--- config.mk ---
export PLATFORM = sky130hd
export DESIGN_NAME = wd_multichannel
export DESIGN_NICKNAME = d
export VERILOG_FILES = /design/src/rtl/wd_pkg.sv /design/src/rtl/wd_channel.sv /design/src/rtl/wd_multichannel.sv
export SDC_FILE = /design/constraint.sdc
export NUM_CORES = 1
export LEC_CHECK = 0
export BUFFER_PORTS_ARGS = -buffer_cell sky130_fd_sc_hd__buf_2
export CORE_ASPECT_RATIO = 2
export CORE_UTILIZATION = 51
export CTS_CLUSTER_SIZE = 40
export DETAILED_ROUTE_END_ITERATION = 8
export GPL_TIMING_DRIVEN = 0
export PLACE_DENSITY_LB_ADDON = 0.15
export SYNTH_ARGS = -nofsm -noshare
export SYNTH_HDL_FRONTEND = slang
export SYNTH_SLANG_ARGS = --single-unit
export TNS_END_PERCENT = 50
--- constraint.sdc ---
create_clock -name CLK -period 4 [get_ports CLK]
set_input_delay 0 -clock CLK [delete_from_list [all_inputs] [get_ports CLK]]
set_output_delay 0 -clock CLK [all_outputs]
set_load 0.05 [all_outputs]
--- src/rtl/wd_pkg.sv ---
// Shared definitions for the multichannel windowed watchdog:
// fault cause codes, register offsets within a channel and the default service key.
package wd_pkg;

    // Per-channel fault cause, as reported on FLSTAT.
    typedef enum logic [1:0] {
        FL_NONE    = 2'b00,
        FL_EARLY   = 2'b01,
        FL_TIMEOUT = 2'b10,
        FL_BADKEY  = 2'b11
    } fl_code_e;

    // Register offsets in the low two address bits.
    localparam logic [1:0] REG_CTRL    = 2'd0;
    localparam logic [1:0] REG_SWLEN   = 2'd1;
    localparam logic [1:0] REG_FWLEN   = 2'd2;
    localparam logic [1:0] REG_SERVICE = 2'd3;

    // Default value that must be written to SERVICE to kick a channel.
    localparam logic [15:0] WD_KEY = 16'hA5C3;

endpackage

--- src/rtl/wd_channel.sv ---
// One watchdog channel: enable flag, window lengths, window counter,
// fault detector and sticky fail/cause status. CW must not exceed 16,
// the lengths are taken from the low CW bits of the 16-bit write data.
module wd_channel
    import wd_pkg::*;
#(
    parameter int          CW  = 16,
    parameter logic [15:0] KEY = WD_KEY
) (
    input  logic        clk,
    input  logic        rst_n,
    input  logic        wr_ctrl,
    input  logic        wr_swlen,
    input  logic        wr_fwlen,
    input  logic        wr_service,
    input  logic [15:0] wdata,
    output logic        fail,
    output logic [1:0]  code,
    output logic        fault
);

    logic          en;
    logic [CW-1:0] swlen;
    logic [CW-1:0] fwlen;
    logic [CW-1:0] cnt;
    fl_code_e      fault_code;
    logic          svc_ok;
    logic          enable_ok;

    // Fault detection: a service write outranks the timeout check, so a
    // good key at count FWLEN-1 is a valid service rather than a timeout.
    always_comb begin
        fault      = 1'b0;
        fault_code = FL_NONE;
        svc_ok     = 1'b0;
        if (en) begin
            if (wr_service) begin
                if (wdata != KEY) begin
                    fault      = 1'b1;
                    fault_code = FL_BADKEY;
                end else if (cnt < swlen) begin
                    fault      = 1'b1;
                    fault_code = FL_EARLY;
                end else begin
                    svc_ok = 1'b1;
                end
            end else if (cnt == fwlen - CW'(1)) begin
                fault      = 1'b1;
                fault_code = FL_TIMEOUT;
            end
        end
    end

    // A degenerate window (no open phase) cannot be enabled.
    assign enable_ok = wdata[0] && (swlen < fwlen) && (fwlen != '0);

    // Enable, counter and sticky status; a fault beats a same-cycle CTRL write.
    always_ff @(posedge clk or negedge rst_n) begin
        if (!rst_n) begin
            en   <= 1'b0;
            cnt  <= '0;
            fail <= 1'b0;
            code <= FL_NONE;
        end else if (fault) begin
            en   <= 1'b0;
            cnt  <= '0;
            fail <= 1'b1;
            code <= fault_code;
        end else begin
            if (wr_ctrl) begin
                if (wdata[1]) begin
                    fail <= 1'b0;
                    code <= FL_NONE;
                end
                en  <= enable_ok;
                cnt <= '0;
            end else if (en) begin
                cnt <= svc_ok ? '0 : cnt + CW'(1);
            end
        end
    end

    // Window lengths are frozen while the channel runs.
    always_ff @(posedge clk or negedge rst_n) begin
        if (!rst_n) begin
            swlen <= '0;
            fwlen <= '1;
        end else if (!en) begin
            if (wr_swlen) swlen <= wdata[CW-1:0];
            if (wr_fwlen) fwlen <= wdata[CW-1:0];
        end
    end

endmodule

--- src/rtl/wd_multichannel.sv ---
// Multichannel windowed watchdog: decodes {channel, reg} writes onto NCH
// channels and stretches any channel fault into one retriggerable reset pulse.
module wd_multichannel
    import wd_pkg::*;
#(
    parameter int          NCH    = 4,
    parameter int          CW     = 16,
    parameter logic [15:0] KEY    = WD_KEY,
    parameter int          RSTLEN = 64,
    localparam int         AW     = $clog2(NCH) + 2
) (
    input  logic             CLK,
    input  logic             RST,
    input  logic             WREN,
    input  logic [AW-1:0]    ABUS,
    input  logic [15:0]      DBUS,
    output logic [NCH-1:0]   WDFAIL,
    output logic [2*NCH-1:0] FLSTAT,
    output logic             RSTOUT
);

    localparam int PW = $clog2(RSTLEN + 1);

    logic [AW-1:0]  ch_sel;
    logic [1:0]     reg_sel;
    logic [NCH-1:0] fault_vec;
    logic [PW-1:0]  pulse_cnt;

    assign ch_sel  = ABUS >> 2;
    assign reg_sel = ABUS[1:0];

    for (genvar i = 0; i < NCH; i++) begin : g_ch
        logic hit;
        assign hit = WREN && (ch_sel == AW'(i));

        wd_channel #(
            .CW  (CW),
            .KEY (KEY)
        ) u_ch (
            .clk        (CLK),
            .rst_n      (RST),
            .wr_ctrl    (hit && (reg_sel == REG_CTRL)),
            .wr_swlen   (hit && (reg_sel == REG_SWLEN)),
            .wr_fwlen   (hit && (reg_sel == REG_FWLEN)),
            .wr_service (hit && (reg_sel == REG_SERVICE)),
            .wdata      (DBUS),
            .fail       (WDFAIL[i]),
            .code       (FLSTAT[2*i +: 2]),
            .fault      (fault_vec[i])
        );
    end

    // Reset pulse stretcher: any fault reloads the full length, so the pulse
    // ends RSTLEN cycles after the most recent fault.
    always_ff @(posedge CLK or negedge RST) begin
        if (!RST) begin
            pulse_cnt <= '0;
        end else if (|fault_vec) begin
            pulse_cnt <= PW'(RSTLEN);
        end else if (pulse_cnt != '0) begin
            pulse_cnt <= pulse_cnt - PW'(1);
        end
    end

    assign RSTOUT = (pulse_cnt != '0);

endmodule

==> flow_summary.ini <==
[status]
status = finished clean

[floorplanning]
core-area_mm2 = 0.0284
fp-row-count = 87
fp.dieArea_mm2 = 0.0298
die_w_um = 123
boundaryPins = 36
dieHeight_um = 243
initial_core_util_pct = 52.2

[sta]
timing.hold.ws_ns = 0.0239
min_period_over_period_pct = 92.7
finalSetupTns_ns = 0
slew_violations = 0
finalSetupViolCount = 0
clock_skew_ns = 0.0148
rsz0062_at_grt = false
fin_crit_ns = 3.71
worst-slew-pin-transition_ns = 1.13
setup_slack_ns = 0.293
relSlewSlack_pct = 23.8
fmax_mhz = 270
hold_viol = 0

[drt]
drc = 0
routed_via_density = 6.06
ant_nets = 0
wl_um = 40800
dr.pass1.iters = 5
drt-initial-drc-count = 518
num_vias = 12300
wl_per_cell_um = 20.2

[clock_network]
clock-sinks = 215
clk_latency_ns = 0.53
cts-htree-levels = 1
clk_pin_slew_ns = 0.07
tritoncts = built
root_buffer = clkbuf_16
cts_setup_buffers = 0
cts_resized = 0
clock_path_buffers = 3
numCtsBuffers = 22

[finish]
area_growth_pct = 10.4
final_cell_mix = dfrtp_1 (151), inv_1 (146), nand2_1 (133)
diodes = 0
layout_commonest_cell = dfrtp_1
stdcell_count = 2022
seqCellArea_mm2 = 0.00546
nNetsFinal = 1802
drive_above_1_share_pct = 16.4
multi_input_area_mm2 = 0.00848
fillers = 2558

[pwr]
power.total_mw = 9.84
powerDensity_mw_per_mm2 = 602
irDropWorstVdd_mv = 0.552
p_leak_nw = 7.42

[setup_path]
worst_setup_path_start_kind = flip-flop
cp.arrival_ns = 4.13
worstSetupEndpointType = flip-flop
worstPathRequired_ns = 4.42
crit_fanout = 10
critPathKind = flip-flop to flip-flop
worstRegToRegCells = 13
reg2reg_slack_ns = 0.29

[grt]
grt_pass1_vias = 12400
grtUsageTotal_pct = 28.5
grt_overflow = 0
grt_max_degree = 119
grt_pass1_wl_um = 65600
antenna_found_initial = 0

[logic_synthesis]
synth.distinct_cells = 89
synth_edf_count = 0
netlist_instances = 1594
ys.flop_type = dfrtp_1
yosysSeqAreaShare_pct = 36.8
syn-mean-instance-area_um2 = 9.30
ys_warn_count = 0
synth.net_count = 1746
ys_seq_elements = 215
async_flop_share_pct = 100
synth.cell_area_mm2 = 0.0148

[place]
port_buffers = 21
place_inst = 1972
gp_congestion = 0.899
pre_cts_ws_ns = 0.330
dp.final_hpwl_um = 31200

[job]
cap_violations = 0

[worst_hold_path]
hold_class = primary input to flip-flop
holdPathStages = 3
==> cell usage after synthesis, drive strengths merged (31+ instances only) <==
cell | instances | area, um2
dfrtp | 151 | 3780
inv | 146 | 548
nand2 | 133 | 499
ha | 129 | 1610
o21ai | 121 | 609
mux2 | 95 | 1070
nor2 | 67 | 251
dfstp | 64 | 1680
xnor2 | 59 | 517
a21oi | 55 | 279
nand3 | 51 | 255
nor3 | 47 | 252
clkbuf | 43 | 161
a21o | 35 | 263
xor2 | 34 | 298
nand4 | 31 | 200
==> critical path: stages (launching register included) <==
cell	delay, ns
dfstp_2	0.41
inv_1	0.08
ha_1	0.14
buf_4	0.17
or4b_4	0.47
buf_6	0.16
nor3_1	0.48
xnor2_1	0.19
a22oi_1	0.10
nand4_1	0.23
o21ai_1	0.21
or4b_1	0.61
buf_2	0.20
a21o_1	0.16
==> flip-flops by register name, indices dropped and copies added, names as in the netlist <==
register         flops
g_ch.u_ch.cnt       64
g_ch.u_ch.fwlen     64
g_ch.u_ch.swlen     64
g_ch.u_ch.code       8
pulse_cnt            7
g_ch.u_ch.en         4
g_ch.u_ch.fail       4
==> kinds of logic after synthesis <==
| family | count (synthesis) | share of synthesized area, % |
|---|---|---|
| AND/OR/NAND/NOR | 506 | 18.6 |
| multiplexers | 97 | 7.38 |
| buffers and inverters | 215 | 5.94 |
| flip-flops | 215 | 36.8 |
| AO/OA/AOI/OAI | 338 | 14.7 |
| adder cells (fa/ha/maj) | 129 | 10.9 |
| XOR/XNOR | 94 | 5.65 |
==> timing repair <==
| action | 4_1_cts | 5_1_grt |
|---|---|---|
| endpoints found under the hold margin | 137 | 0 |
| hold buffers | 10 | 0 |
| endpoints found under the setup margin | 0 | 0 |
==> routing by layer <==
metal	global-route usage (%)	wire length, um	part of all wire [%]
met2	52.0	21500	53
met5	0	0	0
met3	2.94	1260	3.1
met4	16.0	2470	6.1
met1	31.2	15500	38
==> report_power, final <==
part | switching [mW] | internal (mW) | leakage, nW
Clock | 0.953 | 1.52 | 0.411
Combinational | 2.09 | 1.62 | 4.40
Sequential | 0.766 | 2.89 | 2.60
Total | 3.81 | 6.03 | 7.42
==> metrics by stage <==
stage / area (um2) / utilization (%)
after floorplan: 14800 / -
after global placement: 15400 / 54.1
after detailed placement: 15400 / 54.2
after CTS: 16400 / 57.6
after global routing: 16400 / 57.6
final: 16400 / 57.6
==> cell type report <==
type	count	share of cell area, %
inverter	146	3.35
clock inverter	15	1.58
tap	356	2.72
timing repair buffer	32	1.48
multi-input combinational	1164	51.8
sequential	215	33.4
buffer	69	2.03
clock buffer	25	3.63
==> worst paths after layout <==
path,from,to
worst max register to register,g_ch[0].u_ch.fwlen[0],pulse_cnt[6]
worst min-delay path,DBUS[2],g_ch[3].u_ch.fwlen[2]
worst max-delay path,g_ch[0].u_ch.fwlen[0],pulse_cnt[6]
min in group asynchronous,RST,g_ch[1].u_ch.cnt[4]
max in group asynchronous,RST,g_ch[3].u_ch.cnt[7]
worst min register to register,g_ch[3].u_ch.fail,g_ch[3].u_ch.fail
Power figures use the tool's default switching activity.
